--- src/rtl/adc_scan_pkg.sv ---
// adc_scan_pkg: shared constants, FSM state type and control-byte helper for the ADC scan controller
package adc_scan_pkg;
  localparam int N_CH = 8;
  localparam int FRAME_LEN = 51;
  localparam int CS_LEN = 16;
  localparam logic [1:0] CTRL_PREFIX = 2'b11;
  localparam logic [2:0] CTRL_SUFFIX = 3'b111;
  typedef enum logic [2:0] {IDLE, SETUP, XFER, GAP, WAIT} state_t;
  function automatic logic [7:0] ctrl_byte(input logic [2:0] ch);
    return {CTRL_PREFIX, ch, CTRL_SUFFIX};
  endfunction
endpackage

--- src/rtl/adc_spi_frame.sv ---
// adc_spi_frame: one ADC frame -- bit counter, chip select, control-bit stream, result shift and capture
//   clk/rst  : clock, synchronous active-high reset
//   clr      : clears bit_cnt and latches ch (asserted by the sequencer in SETUP)
//   run      : frame in progress (XFER or GAP)
//   ch, din  : channel for this frame, serial data from the ADC
//   bit_cnt  : position within the frame; csn/dout : ADC chip select and control stream
//   done     : last clock of the frame; res_valid/res_ch/res_data : captured result, held
module adc_spi_frame #(
  parameter int FRAME_LEN = adc_scan_pkg::FRAME_LEN,
  parameter int CS_LEN = adc_scan_pkg::CS_LEN
) (
  input  logic        clk,
  input  logic        rst,
  input  logic        clr,
  input  logic        run,
  input  logic [2:0]  ch,
  input  logic        din,
  output logic [5:0]  bit_cnt,
  output logic        csn,
  output logic        dout,
  output logic        done,
  output logic        res_valid,
  output logic [2:0]  res_ch,
  output logic [11:0] res_data
);
  import adc_scan_pkg::*;
  logic [7:0] ctrl;
  logic [10:0] sh;
  logic [2:0] ch_q;
  logic xfer, last;
  assign xfer = run && bit_cnt < 6'(CS_LEN);
  assign last = run && bit_cnt == 6'(CS_LEN - 1);
  assign done = run && bit_cnt == 6'(FRAME_LEN - 1);
  assign ctrl = ctrl_byte(ch_q);
  assign csn = ~xfer;
  assign dout = run && bit_cnt < 6'd8 ? ctrl[~bit_cnt[2:0]] : 1'b0;
  // The final data bit is taken straight from din so the result is ready on the first GAP cycle.
  always_ff @(posedge clk) begin
    if (rst) begin
      bit_cnt <= '0;
      ch_q <= '0;
      sh <= '0;
      res_valid <= 1'b0;
      res_ch <= '0;
      res_data <= '0;
    end else begin
      bit_cnt <= clr ? '0 : run ? bit_cnt + 6'd1 : bit_cnt;
      if (clr) ch_q <= ch;
      if (xfer && bit_cnt >= 6'd4) sh <= {sh[9:0], din};
      res_valid <= last;
      if (last) begin
        res_ch <= ch_q;
        res_data <= {sh, din};
      end
    end
  end
endmodule

--- src/rtl/adc_scan_ctrl.sv ---
// adc_scan_ctrl: multi-channel ADC scan sequencer with single-shot and periodic auto scanning
//   fab_clk_8MHz/rst : clock, synchronous active-high reset
//   start, auto_en   : single-scan request, periodic scan enable
//   ch_mask, period  : enabled channels, idle clocks between auto scans
//   sense_*          : ADC serial interface (csn, sclk gate, dout to ADC, din from ADC)
//   busy, scan_done, overrun : scan status strobes
//   res_valid/res_ch/res_data: per-channel conversion result
module adc_scan_ctrl #(
  parameter int N_CH = adc_scan_pkg::N_CH,
  parameter int FRAME_LEN = adc_scan_pkg::FRAME_LEN,
  parameter int CS_LEN = adc_scan_pkg::CS_LEN
) (
  input  logic            fab_clk_8MHz,
  input  logic            rst,
  input  logic            start,
  input  logic            auto_en,
  input  logic [N_CH-1:0] ch_mask,
  input  logic [31:0]     period,
  output logic            sense_csn,
  output logic            sense_sclk_en,
  output logic            sense_dout,
  input  logic            sense_din,
  output logic            busy,
  output logic            res_valid,
  output logic [2:0]      res_ch,
  output logic [11:0]     res_data,
  output logic            scan_done,
  output logic            overrun
);
  import adc_scan_pkg::*;
  state_t state, state_nxt;
  logic [N_CH-1:0] mask_q, mask_nxt;
  logic [31:0] wait_cnt;
  logic [5:0] bit_cnt;
  logic [2:0] sel;
  logic done, wait_more;
  always_comb begin
    sel = '0;
    for (int i = N_CH - 1; i >= 0; i--) if (mask_q[i]) sel = 3'(i);
  end
  // WAIT lasts max(period, 1) cycles: the exit decision looks one count ahead.
  assign wait_more = {1'b0, wait_cnt} + 33'd1 < {1'b0, period};
  assign busy = state inside {SETUP, XFER, GAP};
  assign sense_sclk_en = ~sense_csn;
  always_comb begin
    state_nxt = state;
    mask_nxt = mask_q;
    case (state)
      IDLE: if (start || auto_en) begin
        state_nxt = SETUP;
        mask_nxt = ch_mask;
      end
      SETUP: begin
        state_nxt = mask_q == '0 ? (auto_en ? WAIT : IDLE) : XFER;
        mask_nxt = mask_q & (mask_q - N_CH'(1));
      end
      XFER: if (bit_cnt == 6'(CS_LEN - 1)) state_nxt = GAP;
      GAP: if (done) state_nxt = SETUP;
      WAIT: if (start || (auto_en && !wait_more)) begin
        state_nxt = SETUP;
        mask_nxt = ch_mask;
      end else if (!auto_en) state_nxt = IDLE;
      default: state_nxt = IDLE;
    endcase
  end
  always_ff @(posedge fab_clk_8MHz) begin
    if (rst) begin
      state <= IDLE;
      mask_q <= '0;
      wait_cnt <= '0;
      scan_done <= 1'b0;
      overrun <= 1'b0;
    end else begin
      state <= state_nxt;
      mask_q <= mask_nxt;
      wait_cnt <= state == WAIT && state_nxt == WAIT ? wait_cnt + 32'd1 : '0;
      scan_done <= state == SETUP && mask_q == '0;
      overrun <= start && busy;
    end
  end
  adc_spi_frame #(.FRAME_LEN(FRAME_LEN), .CS_LEN(CS_LEN)) u_frame (
    .clk(fab_clk_8MHz),
    .rst(rst),
    .clr(state == SETUP),
    .run(state == XFER || state == GAP),
    .ch(sel),
    .din(sense_din),
    .bit_cnt(bit_cnt),
    .csn(sense_csn),
    .dout(sense_dout),
    .done(done),
    .res_valid(res_valid),
    .res_ch(res_ch),
    .res_data(res_data)
  );
endmodule

--- config.mk ---
export PLATFORM = sky130hd
export DESIGN_NAME = adc_scan_ctrl
export DESIGN_NICKNAME = d
export VERILOG_FILES = /design/src/rtl/adc_scan_pkg.sv /design/src/rtl/adc_spi_frame.sv /design/src/rtl/adc_scan_ctrl.sv
export SDC_FILE = /design/constraint.sdc
export NUM_CORES = 1
export LEC_CHECK = 0
export CELL_PAD_IN_SITES_DETAIL_PLACEMENT = 1
export CELL_PAD_IN_SITES_GLOBAL_PLACEMENT = 1
export CORE_ASPECT_RATIO = 0.7
export CORE_MARGIN = 1.5
export CORE_UTILIZATION = 40
export DETAILED_ROUTE_END_ITERATION = 10
export GPL_TIMING_DRIVEN = 1
export PLACE_DENSITY = 0.79
export SLEW_MARGIN = 15
export SYNTH_ARGS = -nofsm -noshare
export SYNTH_HDL_FRONTEND = slang
export SYNTH_SLANG_ARGS = --single-unit
--- constraint.sdc ---
create_clock -name fab_clk_8MHz -period 5 [get_ports fab_clk_8MHz]
set_input_delay 1.25 -clock fab_clk_8MHz [delete_from_list [all_inputs] [get_ports fab_clk_8MHz]]
set_output_delay 1.25 -clock fab_clk_8MHz [all_outputs]
set_load 0.03 [all_outputs]
==> impl_metrics.env <==
export IMPL_status="complete, no violations"
export IMPL_cts_root_buffer="clkbuf_16"
export IMPL_gp_congestion=0.8168
export IMPL_rsz0062_at_grt="no"
export IMPL_cts_tree="built"
export IMPL_worst_slack_ps=602.7
export IMPL_cts_made_buffers=9
export IMPL_cp_end_kind="flip-flop"
export IMPL_avgViaCountPerCell=5.303
export IMPL_diodes=0
export IMPL_hold_viol_final=0
export IMPL_synth_top_area_share=0.3785
export IMPL_setup_viol=0
export IMPL_io_pins=67
export IMPL_yosys_area_top_type="dfxtp_1"
export IMPL_path_clk_slew_ps=60
export IMPL_drv_slew=0
export IMPL_pwr_share_seq=0.427
export IMPL_first_global_vias=3914
export IMPL_maxCapViolCount=0
export IMPL_total_power_mw=1.623
export IMPL_path_buf_inv=1
export IMPL_vias=3882
export IMPL_tns_ps=0
export IMPL_worst_pin_slew_ps=859.9
export IMPL_async_flop_share=0
export IMPL_first_pass_iters=4
export IMPL_fin_skew_ps=6.102
export IMPL_synth_seq_cells=81
export IMPL_finalCriticalPeriod_ps=4397
export IMPL_rows=31
export IMPL_hp_class="reg -> reg"
export IMPL_final_cells=732
export IMPL_syn_to_final_growth_pct=25.50
export IMPL_cp_max_fo=9
export IMPL_path_cells="ha_1 > inv_1 > or4_1 > nor3_2 > nand2_1 > xnor2_1 > ha_1 > nand3_1 > o221a_2 > o21ai_0 > nor4_1 > a211oi_4 > nand2_1 > a32o_1"
export IMPL_leakage_nw=2.191
export IMPL_die_w_um=126.7
export IMPL_cts_sinks=81
export IMPL_drc=0
export IMPL_die_h_um=89.59
export IMPL_final_antenna_net_count=0
export IMPL_layout_cells_most_common="nand2_1"
export IMPL_cts_buffer_depth=2
export IMPL_portBuffers=66
export IMPL_grt_overflow=0
export IMPL_post_place_cells=717
export IMPL_start_util=0.4121
export IMPL_max_stage_delay_ps=690
export IMPL_final_cell_mix="88 x nand2_1, 81 x dfxtp_1, 66 x clkdlybuf4s50_1"
export IMPL_syn_nets=615
export IMPL_clock_power_share=0.433
export IMPL_ys_seq_area_frac=0.3785
export IMPL_startpoint_type="flip-flop"
export IMPL_critPathKind="reg -> reg"
export IMPL_synth_cell_area_um2=4284
export IMPL_whs_ps=454.5
export IMPL_power_density_nw_per_um2=301.9
export IMPL_grt_max_degree=35
export IMPL_synthDistinctLibCells=40
export IMPL_period_share=0.8795
export IMPL_combPwrFrac=0.140
export IMPL_synth_edf_count=0
export IMPL_critPathArrivalTime_ps=4640
export IMPL_h_tree_depth=3
export IMPL_antenna_found_initial=0
export IMPL_nNetsFinal=676
export IMPL_synthFlopType="dfxtp_1"
export IMPL_slew_headroom=0.4229
export IMPL_final_util=0.5172
export IMPL_hold_buffers=0
export IMPL_synth_cells=535
export IMPL_dieArea_um2=11350
export IMPL_p_int_mw=1.211
export IMPL_finalWirelength_um=11940
export IMPL_ys_warn_count=0
export IMPL_synthTopCellsByArea="dfxtp_1 38%, ha_1 10%, nand2_1 7.7%"
export IMPL_switching_share=0.2536
export IMPL_insertion_delay_ps=340
export IMPL_cpMaxStageDelayCell="or4_1"
export IMPL_drtIter0Drc=219
export IMPL_hpwlAfterDp_um=8979
export IMPL_fmax_ghz=0.2274
export IMPL_placed_area_um2=5060
export IMPL_worstPathRequired_ps=5240
export IMPL_cp_top_family="simple AND/OR/NAND/NOR gates"
export IMPL_drive_above_1_share=0.04000
export IMPL_p_switching_mw=0.4116
export IMPL_synth_avg_cell_area_um2=8.008
export IMPL_place_ws_ps=510.1
export IMPL_ir_worst_vdd_mv=0.1562
export IMPL_wl_per_cell_um=16.31
export IMPL_fin_area_um2=5376
export IMPL_core_um2=10400
export IMPL_track_usage=0.2223
export IMPL_grt_pass1_wl_um=19640
timing repair:
item                       4_1_cts  5_1_grt
buffers inserted                 0        0
resized for setup                0        1
setup endpoints to repair        0        5
final timing paths:
check                                        start                                to  slack (ps)  cells past startpoint
setup / recovery            wait_cnt[0]$_SDFF_PP0_            mask_q[2]$_SDFFE_PP0P_         600                     14
hold / removal    u_frame.res_data[4]$_SDFFE_PP0P_  u_frame.res_data[4]$_SDFFE_PP0P_         450                      2
setup reg to reg            wait_cnt[0]$_SDFF_PP0_            mask_q[2]$_SDFFE_PP0P_         600                     14
hold reg to reg   u_frame.res_data[4]$_SDFFE_PP0P_  u_frame.res_data[4]$_SDFFE_PP0P_         450                      2
area by class of cell:
type | instances | area [um^2]
Sequential cell | 81 | 1622
Multi-Input combinational cell | 394 | 2441
Inverter | 41 | 153.9
Timing Repair Buffer | 69 | 683.2
Tap cell | 132 | 165.2
Clock buffer | 12 | 246.5
Fill cell | 1251 | 5019
Clock inverter | 3 | 65.06
power by group through the flow:
stage | clock network [mW] | logic, mW | registers [mW]
6_report | 0.703 | 0.227 | 0.693
5_1_grt | 0.743 | 0.250 | 0.696
3_5_place_dp | 0 | 0.222 | 0.707
2_1_floorplan | 0 | 0.135 | 0.698
4_1_cts | 0.716 | 0.225 | 0.693
3_3_place_gp | 0 | 0.214 | 0.705
per-layer routing:
| layer | wire (um) | vias to the layer above | GRT usage |
|---|---|---|---|
| li1 | - | 1928 | - |
| met1 | 6293 | 1863 | 0.3231 |
| met2 | 4912 | 78 | 0.3284 |
| met3 | 611 | 13 | 0.06161 |
| met4 | 119 | 0 | 0.05165 |
| met5 | 0 | - | 0 |
cells by family after synthesis:
family	after synthesis	share of synthesized area
adder cells (fa/ha/maj)	35	0.1022
AND/OR/NAND/NOR	234	0.2678
buffers and inverters	60	0.05286
AO/OA/AOI/OAI	90	0.1271
XOR/XNOR	35	0.07156
flip-flops	81	0.3785
cells in the mapped netlist, types with 3 or more instances:
library cell	count
nand2_1	88
dfxtp_1	81
a21oi_1	52
inv_1	41
nor2_1	37
ha_1	35
nor2b_1	33
xnor2_1	21
nand3_1	19
clkbuf_1	18
xor2_1	14
nor3_1	12
and3_1	11
o21ai_0	11
nor4_1	9
a32o_1	8
nand4_1	7
o21ai_1	6
and4_1	5
nand2b_1	3
or2_2	3
or3_1	3
worst min-delay path: stages (launching register included):
cell     delay (ps)
dfxtp_1         310
nand2_1          50
a21oi_1          50
registers in the layout, indices dropped and copies added (netlist names):
name	count
u_frame.bit_cnt	6
state	3
wait_cnt	32
u_frame.res_valid	1
u_frame.sh	11
u_frame.res_data	12
scan_done	1
u_frame.res_ch	3
u_frame.ch_q	3
mask_q	8
overrun	1
(Power assumes the default switching activity.)
